==> src/rtl/data_sync_launch.sv <==
// Source-domain launcher for a multi-bit CDC bus synchronizer.
// Holds a word stable on unsync_bus and sequences a level request.
module data_sync_launch #(
    parameter int BUS_WIDTH   = 8,
    parameter int NUM_STAGES  = 2,
    parameter int USE_ACK     = 1,
    parameter int HOLD_CYCLES = 4
) (
    input  logic                 CLK,
    input  logic                 RST,
    input  logic [BUS_WIDTH-1:0] data_in,
    input  logic                 data_valid,
    output logic                 data_ready,
    output logic [BUS_WIDTH-1:0] unsync_bus,
    output logic                 bus_enable,
    input  logic                 ack_async,
    output logic                 done
);

    localparam int CW = $clog2(HOLD_CYCLES + 1);
    localparam bit ACK_MODE = (USE_ACK != 0);

    typedef enum logic [1:0] {
        IDLE,
        SETUP,
        REQ,
        RELEASE
    } state_e;

    state_e                state_q, state_d;
    logic [BUS_WIDTH-1:0]  bus_q, bus_d;
    logic                  en_q, en_d;
    logic                  done_q, done_d;
    logic [CW-1:0]         cnt_q, cnt_d;
    logic [NUM_STAGES-1:0] sync_q;

    logic ack_sync;
    logic accept;
    logic hold_last;

    assign ack_sync   = sync_q[NUM_STAGES-1];
    assign data_ready = (state_q == IDLE);
    assign accept     = data_valid & data_ready;
    assign hold_last  = (cnt_q == CW'(HOLD_CYCLES - 1));

    assign unsync_bus = bus_q;
    assign bus_enable = en_q;
    assign done       = done_q;

    always_ff @(posedge CLK or negedge RST) begin
        if (!RST) begin
            state_q <= IDLE;
            bus_q   <= '0;
            en_q    <= 1'b0;
            done_q  <= 1'b0;
            cnt_q   <= '0;
            sync_q  <= '0;
        end else begin
            state_q <= state_d;
            bus_q   <= bus_d;
            en_q    <= en_d;
            done_q  <= done_d;
            cnt_q   <= cnt_d;
            sync_q  <= {sync_q[NUM_STAGES-2:0], ack_async};
        end
    end

    always_comb begin
        state_d = state_q;
        unique case (state_q)
            IDLE: begin
                if (accept) state_d = SETUP;
            end
            SETUP: begin
                state_d = REQ;
            end
            REQ: begin
                if (ACK_MODE ? ack_sync : hold_last) state_d = RELEASE;
            end
            RELEASE: begin
                if (ACK_MODE ? !ack_sync : hold_last) state_d = IDLE;
            end
            default: begin
                state_d = IDLE;
            end
        endcase
    end

    // Request level is high exactly while in REQ; done marks RELEASE->IDLE.
    always_comb begin
        bus_d  = bus_q;
        en_d   = (state_d == REQ);
        done_d = (state_q == RELEASE) && (state_d == IDLE);
        cnt_d  = cnt_q;
        if (accept) bus_d = data_in;
        if (state_d != state_q) begin
            cnt_d = '0;
        end else if (cnt_q != CW'(HOLD_CYCLES)) begin
            cnt_d = cnt_q + CW'(1);
        end
    end

endmodule
==> config.mk <==
export PLATFORM = sky130hd
export DESIGN_NAME = data_sync_launch
export DESIGN_NICKNAME = d
export VERILOG_FILES = /design/src/rtl/data_sync_launch.sv
export SDC_FILE = /design/constraint.sdc
export NUM_CORES = 1
export LEC_CHECK = 0
export ABC_AREA = 1
export CORE_MARGIN = 5
export CORE_UTILIZATION = 39
export DETAILED_ROUTE_END_ITERATION = 16
export PLACE_DENSITY = 0.75
export REMOVE_ABC_BUFFERS = 1
export SLEW_MARGIN = 10
export SYNTH_ARGS = -nofsm -noshare
export SYNTH_HDL_FRONTEND = slang
export SYNTH_SLANG_ARGS = --single-unit
==> constraint.sdc <==
create_clock -name CLK -period 1.2 [get_ports CLK]
set_input_delay 0.36 -clock CLK [delete_from_list [all_inputs] [get_ports CLK]]
set_output_delay 0.36 -clock CLK [all_outputs]
set_load 0.01 [all_outputs]
==> results of run 1 <==
-- cell usage in the layout, fill, tap and decap left out, drive strengths merged --
| cell type | instances |
|---|---|
| nor2 | 2 |
| dfrtp | 14 |
| clkbuf | 4 |
| nand3 | 9 |
| nand2 | 20 |
| inv | 5 |
| clkdlybuf4s50 | 11 |
| buf | 22 |
-- through the flow --
| stage | setup TNS [ps] | hold slack, ps | setup slack (ps) | std cells |
|---|---|---|---|---|
| 5_1_grt | -131.3 | 375.3 | -131.3 | 102 |
| 3_3_place_gp | -1061 | 339.3 | -176.0 | 92 |
| 3_5_place_dp | -1207 | 343.4 | -198.0 | 92 |
| 2_1_floorplan | 0 | 64.41 | 46.67 | 50 |
| 4_1_cts | -94.71 | 362.0 | -94.71 | 100 |
| 6_report | -83.15 | 361.2 | -83.15 | 102 |
-- layer usage --
layer | up-vias | GRT usage
met3 | 0 | 0.04598
met5 | - | 0
li1 | 229 | -
met2 | 20 | 0.2033
met1 | 209 | 0.1533
met4 | 0 | 0.04972
-- cells by family (layout without fill, tap and decap cells) --
kind of cell	Yosys count	after routing	share of synthesized area
flip-flops	14	14	0.6651
AND/OR/NAND/NOR	31	31	0.2565
buffers and inverters	7	42	0.07837
-- worst min-delay path by stage --
| stage | from | to | slack [ps] | cells after the start |
|---|---|---|---|---|
| 2_1_floorplan | RST | bus_enable | 60 | 0 |
| 3_3_place_gp | sync_q[0] | sync_q[1] | 340 | 0 |
| 3_5_place_dp | sync_q[0] | sync_q[1] | 340 | 0 |
| 4_1_cts | sync_q[0] | sync_q[1] | 360 | 0 |
| 5_1_grt | sync_q[0] | sync_q[1] | 380 | 0 |
| 6_report | sync_q[0] | sync_q[1] | 360 | 0 |
-- state kept, by name, summed over array words and instances, names as in the netlist --
name	flops
done	1
bus_enable	1
sync_q	2
unsync_bus	8
state_q	2
-- power by group through the flow --
stage	Clock (mW)	Sequential (mW)	Combinational, mW
3_5_place_dp	0	0.749	0.755
6_report	0.327	0.731	0.720
5_1_grt	0.352	0.751	0.805
4_1_cts	0.338	0.730	0.689
3_3_place_gp	0	0.739	0.733
2_1_floorplan	0	0.816	0.211
-- final cells by class --
| class | count | area (µm²) | share of cell area |
|---|---|---|---|
| Clock buffer | 4 | 36.28 | 0.04496 |
| Sequential cell | 14 | 350.3 | 0.4341 |
| Multi-Input combinational cell | 31 | 135.1 | 0.1674 |
| Timing Repair Buffer | 33 | 247.7 | 0.3070 |
| Inverter | 5 | 18.77 | 0.02326 |
| Tap cell | 15 | 18.77 | 0.02326 |
-- what timing repair did --
item	in CTS	in global routing
endpoints found under the setup margin	11	2
pin swaps	1	1
buffers inserted	4	2
resized for setup	44	0
==> flow_summary.toml, run 1 <==
[outcome]
outcome = "finished with violations"
violations = "setup timing"

[setup_path]
worstPathRequired_ps = 840
cp_max_fo = 2
critPathLaunchType = "flip-flop"
cp_cell_sequence = "nor2_2 > buf_2"
critPathSlowestCell = "dfrtp_1"
critical_path_arrival_ps = 920
regToRegSetupSlack_ps = 130
cp_top_family = "flip-flops"
path_buf_inv = 1
r2r_end = "unsync_bus[0]"
critPathCapture = "data_ready"
reg2reg_from = "state_q[1]"
end_kind = "output pin"
critPathKind = "reg -> out"
slowest_delay_ps = 390
rr_worst_depth = 5
cp.depth = 2
cp-startpoint = "state_q[1]"

[placement]
dpl_cell_area_um2 = 780.7
dp_hpwl_um = 861.1
routabilityCongestion = 0.6933
portBuffers = 22

[yosys]
synth_common_cells = "18 x nand2_1, 14 x dfrtp_1, 9 x nand3_1, 4 x inv_1"
async_flop_share = 1.000
syn_area_per_cell_um2 = 10.13
yosysWarnings = 0
synth-edff-count = 0
syn_inst = 52
synth_most_common_cell = "nand2_1"
yosys_register_bits = 14
synth_cell_type_count = 9
seq_area_frac_synth = 0.6651
yosys.area.top_type = "dfrtp_1"
netlist.area_leader.share = 0.6651
netlist_top_cells_area = "dfrtp_1 67%, nand2_1 13%, nand3_1 8.6%"
ys.flop_type = "dfrtp_1"
syn-cell-area_um2 = 526.8

[route]
drt_iter0_drc = 6
wl_um = 1246
drc = 0
dr.max_layer_used = "met3"
viasPerCell = 4.490
ant_nets = 0
wl_met1_um = 532
dr.pass1.iters = 4
wl_met2_um = 569
vias = 458
dr_wl_met3_um = 145
routedWlPerCell_um = 12.22

[grt]
grt-ovfl-total = 0
grt_pass1_vias = 438
grt_max_degree = 15
grt_use_total = 0.1257
grt_pass1_wl_um = 1876
antenna_found_initial = 0

[sta]
hold_viol_final = 0
fin_ws_ps = -83.15
finalClockSkew_ps = 1.701
period_needed_ps = 1283
setup_viol = 1
fmax_mhz = 779.3
drv_slew = 0
fin_crit_sh = 1.069
worstMarginPinSlew_ps = 174.8
relSlewSlack = 0.8835
rsz0062_at_grt = "true"

[die]
die_h_um = 46.75
ios = 23
rows = 13
dieArea_um2 = 2186
die_w_um = 46.75
start_util = 0.4099
core_um2 = 1285

[power_and_ir_drop]
p_total_mw = 1.778
pwr-share-seq = 0.411
powerDensity_nw_per_um2 = 2203
leakage_nw = 0.4525
pwr-share-clk = 0.184
p_int_mw = 1.189
p_switching_uw = 588.3
pwr-share-comb = 0.405
p_sw_frac = 0.3309
vdd_drop_max_v = 0.001330

[cts]
clock_path_buffers = 2
cts_root_buf = "clkbuf_4"
cts_buffers = 3
clkTransAtPathRegs_ps = 80
clock_latency_ps = 270
htree_levels = 1
cts_tree = "built"
clock-sinks = 14
cts_hold_buf = 0

[cells_and_area]
antennaDiodeCount = 0
nets = 100
fin_util = 0.6280
area_growth_pct = 53.21
drive_above_1_share = 0.3448
stdcell_area_um2 = 807.0
fillers = 130

[worst_hold_path]
hold_path_class = "reg -> reg"

[job]
max_cap_violations = 0
Power figures use the tool's default switching activity.
==> inputs of run 2 (changes only) <==
--- a/constraint.sdc
+++ b/constraint.sdc
@@ -3,2 +3,2 @@
 set_output_delay 0.36 -clock CLK [all_outputs]
-set_load 0.01 [all_outputs]
+set_load 0.005 [all_outputs]
==> run 2 against run 1 <==
The flow still finishes with violations (setup timing). Critical endpoint unchanged. First-iteration DRC count up 17%. Maximum frequency increased by 1.3%. Routed wire length shrank 2.6%. Clock power is 1% higher. Clock skew grew 1.3 ps. Clock-buffer cell count unchanged. Register-to-register slack about the same. Flip-flop and latch count did not move. Die area unchanged. Via count fell by 0.87%. Setup slack better by 16 ps. Worst hold slack about the same. Highest routed layer is now met4.
==> flow_summary.toml, run 2 (same netlist as run 1, synthesis figures left out) <==
[outcome]
outcome = "finished with violations"
violations = "setup timing"

[setup_path]
r2r_end = "unsync_bus[2]"
cp_cell_sequence = "nor2_2 > buf_2"
end_kind = "output pin"
cp_max_fo = 2
reg2reg_from = "state_q[0]"
cp_top_family = "flip-flops"
critPathLaunchType = "flip-flop"
critPathKind = "reg -> out"
critPathSlowestCell = "dfrtp_1"
rr_worst_depth = 5
regToRegSetupSlack_ps = 120
slowest_delay_ps = 390
worstPathRequired_ps = 840
critical_path_arrival_ps = 910
path_buf_inv = 1

[sta]
finalClockSkew_ps = 2.998
rsz0062_at_grt = "true"
fmax_mhz = 789.3
worstMarginPinSlew_ps = 174.3
hold_ws_ps = 360.8
period_needed_ps = 1267
drv_slew = 0
hold_viol_final = 0
fin_crit_sh = 1.056
setup_viol = 1
fin_ws_ps = -66.97
relSlewSlack = 0.8834

[power_and_ir_drop]
powerDensity_nw_per_um2 = 2129
vdd_drop_max_v = 0.001297
leakage_nw = 0.4532

[route]
viasPerCell = 4.451
dr.pass1.iters = 4
drc = 0
vias = 454
ant_nets = 0
wl_um = 1213
routedWlPerCell_um = 11.89
drt_iter0_drc = 7

[grt]
grt_pass1_wl_um = 1925
antenna_found_initial = 0
grt_use_total = 0.1314
grt-ovfl-total = 0
grt_max_degree = 15
grt_pass1_vias = 452

[cells_and_area]
multi_input_area_um2 = 135.1
nets = 100
final_cell_mix = "18 x nand2_1, 14 x dfrtp_1, 11 x clkdlybuf4s50_1, 11 x buf_2, 11 x buf_4"
largest_reg_flops = 8
layout.cells.non_filler = 102
fillers = 127
area_growth_pct = 53.21
layout_commonest_cell = "nand2_1"
antennaDiodeCount = 0
drive_above_1_share = 0.3448
seq_area_um2 = 350.3

[cts]
cts_tree = "built"
htree_levels = 1
clock-sinks = 14
clock_path_buffers = 2
clkTransAtPathRegs_ps = 80
clock_latency_ps = 280
cts_buffers = 3
cts_root_buf = "clkbuf_4"

[placement]
portBuffers = 22
routabilityCongestion = 0.6939
post-place-ws_ps = -165.9
place_inst = 92
dp_hpwl_um = 836.9

[worst_hold_path]
hold_path_class = "reg -> reg"
holdCritStartpoint = "sync_q[0]"
worstHoldPathCells = 0
whs_endpoint = "sync_q[1]"

[die]
die_h_um = 46.75
rows = 13
core_um2 = 1285
start_util = 0.4099
die_w_um = 46.75
dieArea_um2 = 2186
ios = 23

[job]
max_cap_violations = 0
## run 2: cell counts in the layout (fill, tap and decap cells not counted)
Identical to the previous run, type by type.
## run 2: metal layers
metal / vias to the layer above / global-route usage / part of all wire
met5: - / 0 / 0
met4: 0 / 0.06630 / 0.014
met3: 2 / 0.05364 / 0.12
met2: 20 / 0.1951 / 0.44
met1: 203 / 0.1659 / 0.43
li1: 229 / - / -
## run 2: final cells by class
class / instances / area share
Clock buffer: 4 / 0.04496
Inverter: 5 / 0.02326
Multi-Input combinational cell: 31 / 0.1674
Sequential cell: 14 / 0.4341
Tap cell: 15 / 0.02326
Timing Repair Buffer: 33 / 0.3070
## run 2: timing repair
action | 4_1_cts | 5_1_grt
hold buffers | 0 | 0
endpoints found under the setup margin | 11 | 2
gates resized for setup | 44 | 0
pin swaps | 1 | 0
buffers inserted | 5 | 1
## run 2: how the worst max path moves through the flow
stage | from | end | slack, ps | depth (start not counted)
floorplan | state_q[1] | unsync_bus[0] | 90 | 4
global placement | state_q[1] | data_ready | -140 | 2
detailed placement | state_q[1] | data_ready | -170 | 2
CTS | state_q[0] | data_ready | -90 | 2
global route | state_q[0] | data_ready | -130 | 2
finish | state_q[0] | data_ready | -70 | 2
## run 2: stage by stage
step	util	TNS, ps	total power [mW]	area [µm²]
floorplan	-	0	0.9643	504.2
global placement	0.6076	-856.4	1.407	780.7
detailed placement	0.6076	-896.5	1.432	780.7
CTS	0.6222	-85.84	1.716	799.5
global route	0.6280	-131.2	1.860	807.0
finish	0.6280	-66.97	1.718	807.0
## run 2: power by group
group,internal [mW],switching (mW)
Combinational,0.361,0.302
Clock,0.185,0.146
Sequential,0.648,0.0776
Total,1.19,0.526
